[src/rtl/mmio_bus_bridge.sv]
// Address decoder between the CPU memory port and either RAM or the peripheral
// window (timer, LED, 7-segment, cycle counter). Read data is returned combinationally.
module mmio_bus_bridge #(
  parameter int          RAM_WORDS   = 256,
  parameter logic [31:0] PERIPH_BASE = 32'h4000_0000
) (
  input  logic        clk,
  input  logic        reset,
  input  logic [31:0] Address,
  input  logic [31:0] Write_data,
  input  logic        MemRead,
  input  logic        MemWrite,
  output logic [31:0] Read_data,
  output logic [31:0] ram_addr,
  output logic [31:0] ram_wdata,
  output logic        ram_we,
  output logic        ram_re,
  input  logic [31:0] ram_rdata,
  output logic [7:0]  leds,
  output logic [11:0] digi,
  output logic        irq,
  output logic [31:0] sys_tick
);

  localparam logic [31:0] RAM_BYTES = 32'(RAM_WORDS * 4);
  localparam logic [5:0] OFF_TH   = 6'd0;
  localparam logic [5:0] OFF_TL   = 6'd1;
  localparam logic [5:0] OFF_TCON = 6'd2;
  localparam logic [5:0] OFF_LED  = 6'd3;
  localparam logic [5:0] OFF_DIGI = 6'd4;
  localparam logic [5:0] OFF_TICK = 6'd5;

  logic        ram_hit, periph_hit, wr_periph;
  logic [5:0]  off;
  logic [31:0] th, tl, tick;
  logic [2:0]  tcon;
  logic [7:0]  led_q;
  logic [11:0] digi_q;
  logic        ovf, set_st;

  // RAM_BYTES is word-aligned, so the full compare equals a compare on Address[31:2]
  assign ram_hit    = Address < RAM_BYTES;
  assign periph_hit = Address[31:8] == PERIPH_BASE[31:8];
  assign off        = Address[7:2];
  assign wr_periph  = MemWrite & periph_hit;

  assign ram_addr  = {2'b00, Address[31:2]};
  assign ram_wdata = Write_data;
  assign ram_we    = MemWrite & ram_hit;
  assign ram_re    = MemRead & ram_hit;

  assign ovf    = tcon[0] & (tl == 32'hFFFF_FFFF);
  assign set_st = ovf & tcon[1];

  assign leds     = led_q;
  assign digi     = digi_q;
  assign irq      = tcon[1] & tcon[2];
  assign sys_tick = tick;

  always_comb begin
    Read_data = 32'h0;
    if (ram_hit) begin
      Read_data = ram_rdata;
    end else if (periph_hit) begin
      case (off)
        OFF_TH:   Read_data = th;
        OFF_TL:   Read_data = tl;
        OFF_TCON: Read_data = {29'h0, tcon};
        OFF_LED:  Read_data = {24'h0, led_q};
        OFF_DIGI: Read_data = {20'h0, digi_q};
        OFF_TICK: Read_data = tick;
        default:  Read_data = 32'h0;
      endcase
    end
  end

  // CPU writes are placed after the timer update so they take priority;
  // a TCON write still ORs in a same-cycle overflow so no interrupt is lost.
  always_ff @(posedge clk) begin
    if (!reset) begin
      th     <= 32'h0;
      tl     <= 32'h0;
      tcon   <= 3'b000;
      led_q  <= 8'h0;
      digi_q <= 12'h0;
      tick   <= 32'h0;
    end else begin
      tick <= tick + 32'd1;
      if (tcon[0]) tl <= ovf ? th : tl + 32'd1;
      if (set_st) tcon[2] <= 1'b1;
      if (wr_periph) begin
        case (off)
          OFF_TH:   th     <= Write_data;
          OFF_TL:   tl     <= Write_data;
          OFF_TCON: tcon   <= {Write_data[2] | set_st, Write_data[1:0]};
          OFF_LED:  led_q  <= Write_data[7:0];
          OFF_DIGI: digi_q <= Write_data[11:0];
          default:  ;
        endcase
      end
    end
  end

endmodule
[config.mk]
export PLATFORM = sky130hd
export DESIGN_NAME = mmio_bus_bridge
export DESIGN_NICKNAME = d
export VERILOG_FILES = /design/src/rtl/mmio_bus_bridge.sv
export SDC_FILE = /design/constraint.sdc
export NUM_CORES = 1
export LEC_CHECK = 0
export BUFFER_PORTS_ARGS = -buffer_cell sky130_fd_sc_hd__clkbuf_2
export CORE_MARGIN = 2
export CORE_UTILIZATION = 55
export DETAILED_ROUTE_END_ITERATION = 7
export GPL_TIMING_DRIVEN = 0
export MAX_ROUTING_LAYER = met4
export PLACE_DENSITY = 0.89
export SYNTH_ARGS = -nofsm -noshare
export SYNTH_HDL_FRONTEND = slang
export SYNTH_SLANG_ARGS = --single-unit
[constraint.sdc]
create_clock -name clk -period 5.6 [get_ports clk]
set_input_delay 0.56 -clock clk [delete_from_list [all_inputs] [get_ports clk]]
set_output_delay 0.56 -clock clk [all_outputs]
set_load 0.01 [all_outputs]
==> impl_results.md, run 1 <==
* CP max FO at 10
* Num rows at 42
* DRC at 0
* Largest net degree at the start of global routing at 17
* H-tree depth at 4
* Pint at 0.00176 W
* Critical Path Start Type: input pin
* Post-DP HPWL at 21600 µm
* HP Class: in -> reg
* RSZ-0062 raised after global routing: false
* N_diodes at 0
* Met3 Usage GRT at 7.85%
* Post-synthesis cell count at 950
* Worst Setup End Kind: output pin
* Worst-path clk slew at 60 ps
* Clock Skew at 9.36 ps
* CP required at 5040 ps
* Reg power frac at 37.6%
* Initial Util at 55.8%
* Grt ovf at 0
* Clk sinks at 119
* Clock latency on the worst-skew pair at 430 ps
* DRT iter0 DRCs at 1258
* Sw frac at 22.2%
* Delay-heaviest family, CP: simple AND/OR/NAND/NOR gates
* #FFs+latches synth at 119
* Sequential-to-total area share from yosys stat at 32.7%
* Mapped Area at 7300 µm²
* Placed cell count at 1373
* Critical path class: in -> out
* Post_cts resized at 0
* CP cell instances: clkbuf_2 > or3_1 > nor3_1 > clkbuf_1 > a22oi_1 > o21ai_0 > a22o_1 > clkbuf_2
* TritonCTS clock tree: done
* Vias/cell at 6.12
* FILL cells at 1100
* DRT Wirelength at 28500 µm
* Vias in the first global route at 7724
* GP Congestion at 1.01
* Final net count at 1318
* Die ar. at 14200 µm²
* Combinational power share at 7.8%
* Design area at 9410 µm²
* Non-Filler Instances at 1404
* First-pass GRT wire length at 43100 µm
* CTS root buf: clkbuf_16
* # setup viols final at 0
* Total of warnings raised by yosys at 0
* Slowest-stage cell, CP: nor3_1
* Area Overhead vs Synth at 28.9%
* Met1 Use GR at 55.3%
* IO Port Bufs at 246
* Gr usage total at 40.4%
* Die Wd at 119 µm
* Layout cells sized above 1 at 30.7%
* First drt pass iteration count at 6
* Cts hold-fix bufs at 0
* CP dominant cell by count: clkbuf_2
* Sum of negative setup slack at 0 ps
* Core area at 13100 µm²
* I/O pin cnt at 251
* Clock buffer depth at 2
* Final Hold Fails at 0
* Chip Height at 119 µm
* Clock share of power at 54.5%
* Cts bufs inserted at 17
* Max IR drop VDD at 0.264 mV
* Hold WS at 386 ps
* Initial antenna violation count at 0
* Final period utilization at 66.1%
* Detail Route Antenna Nets at 0
* Max Cap Viol at 0
* P_sw at 0.000503 W
* Maximum clock frequency at 0.270 GHz
* Worst path max stage delay at 810 ps
* WL per Instance at 20.3 µm
* Placed Area at 8750 µm²
* Synth unique cells at 52
* Arr. time, crit path at 3140 ps
* Post-synthesis average cell area at 7.68 µm²
* Minimum clock period after layout at 3700 ps
* Pwr dens at 241 nW/µm²
* Worst Path Buf+Inv at 3
* Reg area at 2380 µm²
* Status: finished clean
* Leakage at 4.08 nW
* Final slew viol count at 0
* Multi-input logic area at 4140 µm²
* Worst-Margin Slew at 1050 ps
* Via count at 8589
* Slew Limit Headroom at 29.8%
* Post-CTS Setup Bufs at 0
* Busiest metal layer after global routing: met2
* Met2 global-route usage at 59.7%
## worst reg2reg max path: cells and delay by family, from the launching register on
| kind | cells | cell delay, ps |
|---|---|---|
| AND/OR/NAND/NOR | 4 | 1220 |
| buffers and inverters | 2 | 340 |
| adder cells (fa/ha/maj) | 1 | 320 |
| AO/OA/AOI/OAI | 2 | 250 |
| flip-flops | 1 | 550 |
## state kept, by name, summed over array words and instances (netlist names)
signal    count
sys_tick     32
th           32
tl           32
digi         12
leds          8
tcon          3
## cells in the final DEF (no fill, tap or decap), types with 26 or more instances in the layout
| cell type | synthesis | routed |
|---|---|---|
| nor2_1 | 74 | 74 |
| a21oi_1 | 83 | 83 |
| xor2_1 | 26 | 26 |
| buf_4 | 66 | 66 |
| mux2i_1 | 29 | 29 |
| dfxtp_1 | 119 | 119 |
| nand2_1 | 128 | 128 |
| clkbuf_1 | 48 | 50 |
| nand3_1 | 46 | 46 |
| clkbuf_2 | 2 | 248 |
| o21ai_0 | 62 | 62 |
## metrics by stage
stage               setup slack, ps  util [%]  power, W
finish                         1900      71.9   0.00226
global route                   1800      71.9   0.00230
CTS                            2010      71.9   0.00225
detailed placement             2040      66.9   0.00104
global placement               2100      66.9   0.00104
floorplan                      2860         -  0.000951
## path summary, 6_finish.rpt
path / cells past startpoint / from / to / slack, ps
max reg2reg: 9 / tl[0]$_SDFF_PN0_ / tl[16]$_SDFF_PN0_ / 2860
min: 3 / Write_data[26] / th[26]$_SDFFE_PN0P_ / 390
max: 8 / Address[4] / Read_data[5] / 1900
min reg2reg: 2 / th[0]$_SDFFE_PN0P_ / th[0]$_SDFFE_PN0P_ / 480
## per-layer routing
metal | share of wire, % | up-vias
li1 | - | 3881
met1 | 40 | 4013
met2 | 45 | 619
met3 | 13 | 76
met4 | 2.4 | 0
met5 | 0 | -
## synth_stat cells (all sizes together)
master,count,share of area [%]
nand4,17,2.0
or3,9,0.79
and3,16,1.4
clkbuf,50,2.6
o31ai,11,1.1
ha,2,0.34
nor3,17,1.2
nor2b,4,0.34
and2,10,0.86
buf,79,7.6
a22o,21,2.5
xor2,26,3.1
o21ai,62,4.3
nor2,74,3.8
a21oi,83,5.7
dfxtp,119,33
or4,1,0.15
nand2,128,6.6
o21a,2,0.21
a21o,3,0.31
a21boi,3,0.31
or2,2,0.17
a32o,6,0.82
a221oi,13,1.6
and4,8,0.96
nand3,46,3.2
xnor2,19,2.3
a31oi,8,0.69
mux2i,29,4.0
mux2,4,0.62
a22oi,25,2.6
nor4b,1,0.12
conb,1,0.051
nand3b,2,0.21
a211oi,9,0.93
nor4,16,1.8
a211o,3,0.36
nor3b,1,0.17
inv,9,0.46
a31o,4,0.48
o211ai,6,0.62
o2111ai,1,0.12
## final cells by class
cell class,count,share of cell area (%)
sequential,119,25.3
multi-input combinational,694,44.0
clock inverter,8,1.78
buffer,129,7.94
clock buffer,23,5.19
tap,176,2.34
timing repair buffer,246,13.1
inverter,9,0.359
## power by group through the flow
stage                     registers, W  clock network, W   logic, W
after floorplan               0.000870                 0  0.0000806
after global placement        0.000870                 0   0.000171
after detailed placement      0.000870                 0   0.000174
after global routing          0.000852           0.00126   0.000187
after CTS                     0.000852           0.00122   0.000174
final                         0.000852           0.00123   0.000177
## cell families after synthesis
logic type	synth area share, %
simple gates	23.7
compound gates	22.6
buf+inv	10.7
flops	32.7
xor+xnor	5.40
mux	4.60
fa+ha+maj	0.343
other cells	0.0514
Power figures use the tool's default switching activity.
==> inputs of run 2 (changes only) <==
- CORE_UTILIZATION: 55 -> 46
- PLACE_DENSITY: 0.89 -> 0.79
- clock period: 5.6 -> 3.25 ns (I/O delays scaled with it)
==> impl_results.md, run 2 (synthesized netlist as in run 1, its figures left out) <==
* Status: finished clean
* Cts bufs inserted at 17
* Gr usage total at 34.3%
* Sum of negative setup slack at 0 ps
* Post_cts resized at 0
* Clock share of power at 53.1%
* DRT iter0 DRCs at 1008
* Leakage at 4.06 nW
* Worst-Margin Slew at 961 ps
* Non-Filler Instances at 1444
* Most frequent cells in the layout: clkbuf_2 (248), nand2_1 (128), dfxtp_1 (119)
* Die ar. at 16900 µm²
* Pwr dens at 400 nW/µm²
* Delay-heaviest family, CP: simple AND/OR/NAND/NOR gates
* Clock latency on the worst-skew pair at 430 ps
* Slowest-stage cell, CP: nor3_1
* Critical path class: in -> out
* Die Wd at 130 µm
* Vias in the first global route at 7451
* N_diodes at 0
* Clock Skew at 5.34 ps
* WL per Instance at 19.7 µm
* Critical Path Start Type: input pin
* # setup viols final at 0
* Final net count at 1318
* RSZ-0062 raised after global routing: false
* Worst Setup End Kind: output pin
* Combinational power share at 8.0%
* DRT Wirelength at 28400 µm
* Placed cell count at 1413
* Initial Util at 46.4%
* CP required at 2920 ps
* P_sw at 0.000851 W
* CTS root buf: clkbuf_16
* Post-DP HPWL at 21700 µm
* First drt pass iteration count at 8
* First-pass GRT wire length at 42500 µm
* Via count at 8386
* Reg area at 2380 µm²
* Final period utilization at 96.9%
* I/O pin cnt at 251
* H-tree depth at 4
* Final Hold Fails at 0
* DRC at 0
* CP cell instances: clkbuf_2 > nor4_1 > nand4_1 > nor3_1 > clkbuf_1 > a22o_1 > clkbuf_2
* Reg power frac at 38.9%
* Layout cells sized above 1 at 30.9%
* GP Congestion at 1.02
* Max IR drop VDD at 0.367 mV
* CP dominant cell by count: clkbuf_2
* Initial antenna violation count at 0
* Core area at 15700 µm²
* Post-layout util at 60.0%
* Vias/cell at 5.81
* Grt ovf at 0
* Pint at 0.00292 W
* Minimum clock period after layout at 3150 ps
* Post-CTS Setup Bufs at 0
* Maximum clock frequency at 0.317 GHz
* HP Class: in -> reg
* Cts hold-fix bufs at 0
* Final slew viol count at 0
* TritonCTS clock tree: done
* FILL cells at 1428
* CP max FO at 10
* Area Overhead vs Synth at 29.3%
* Most common cell after layout, fill and taps aside: clkbuf_2
* Sw frac at 22.6%
* Slew Limit Headroom at 35.4%
* Total power at 0.00377 W
* Worst Path Buf+Inv at 3
* Largest net degree at the start of global routing at 17
* Worst path max stage delay at 770 ps
* Arr. time, crit path at 2820 ps
* Chip Height at 130 µm
* Worst-path clk slew at 50 ps
* Multi-input logic area at 4140 µm²
* Max Cap Viol at 0
* IO Port Bufs at 246
* Detail Route Antenna Nets at 0
* Num rows at 46
* Clk sinks at 119
* Clock buffer depth at 2
## run 2: cell types whose count changed in the layout (fill, tap and decap cells not counted)
cell | previous run | this run
bufinv_16 | 5 | 3
clkbuf_1 | 50 | 49
clkbuf_8 | 4 | 6
clkinvlp_4 | 1 | 2
nor3_1 | 17 | 16
nor3_2 | 0 | 1
## run 2: through the flow
stage	hold slack [ps]	cell area (µm²)	worst slack, ps
after global routing	171	9430	51.5
after floorplan	440	7300	979
after detailed placement	463	8800	193
after CTS	147	9430	199
final	144	9430	100
after global placement	456	8800	224
## run 2: worst min-delay path: stages
cell and delay, ps:
clkbuf_2 90, nand2_1 50, a21oi_1 50
## run 2: area by class of cell
class / instances / share of cell area [%]
multi-input cells: 694 / 43.9
plain buffers: 129 / 7.92
inverters: 9 / 0.358
clock buffers: 24 / 5.43
well taps: 216 / 2.87
clock inverters: 7 / 1.22
flip-flops and latches: 119 / 25.3
repair buffers: 246 / 13.1
## run 2: power by group through the flow
stage / clock network (W) / registers (W) / logic, W
after global routing: 0.00206 / 0.00147 / 0.000325
after detailed placement: 0 / 0.00150 / 0.000297
after CTS: 0.00200 / 0.00147 / 0.000298
after floorplan: 0 / 0.00150 / 0.000139
final: 0.00200 / 0.00147 / 0.000302
after global placement: 0 / 0.00150 / 0.000294
## run 2: path summary, 6_finish.rpt
kind                                          from                   to  slack (ps)  depth (start not counted)
worst max-delay path                   Address[23]         Read_data[4]         100                          7
worst min-delay path                Write_data[26]  th[26]$_SDFFE_PN0P_         140                          3
worst max register to register    tl[0]$_SDFF_PN0_    tl[23]$_SDFF_PN0_         380                          7
worst min register to register  th[5]$_SDFFE_PN0P_   th[5]$_SDFFE_PN0P_         470                          2
## run 2: routing by layer
layer	part of all wire [%]	wire, µm	up-vias	global-route usage [%]
met1	40	11300	3900	44.4
met2	44	12500	514	49.7
met4	4.4	1250	0	16.8
met3	12	3300	87	9.06
met5	0	0	-	-
li1	-	-	3885	-
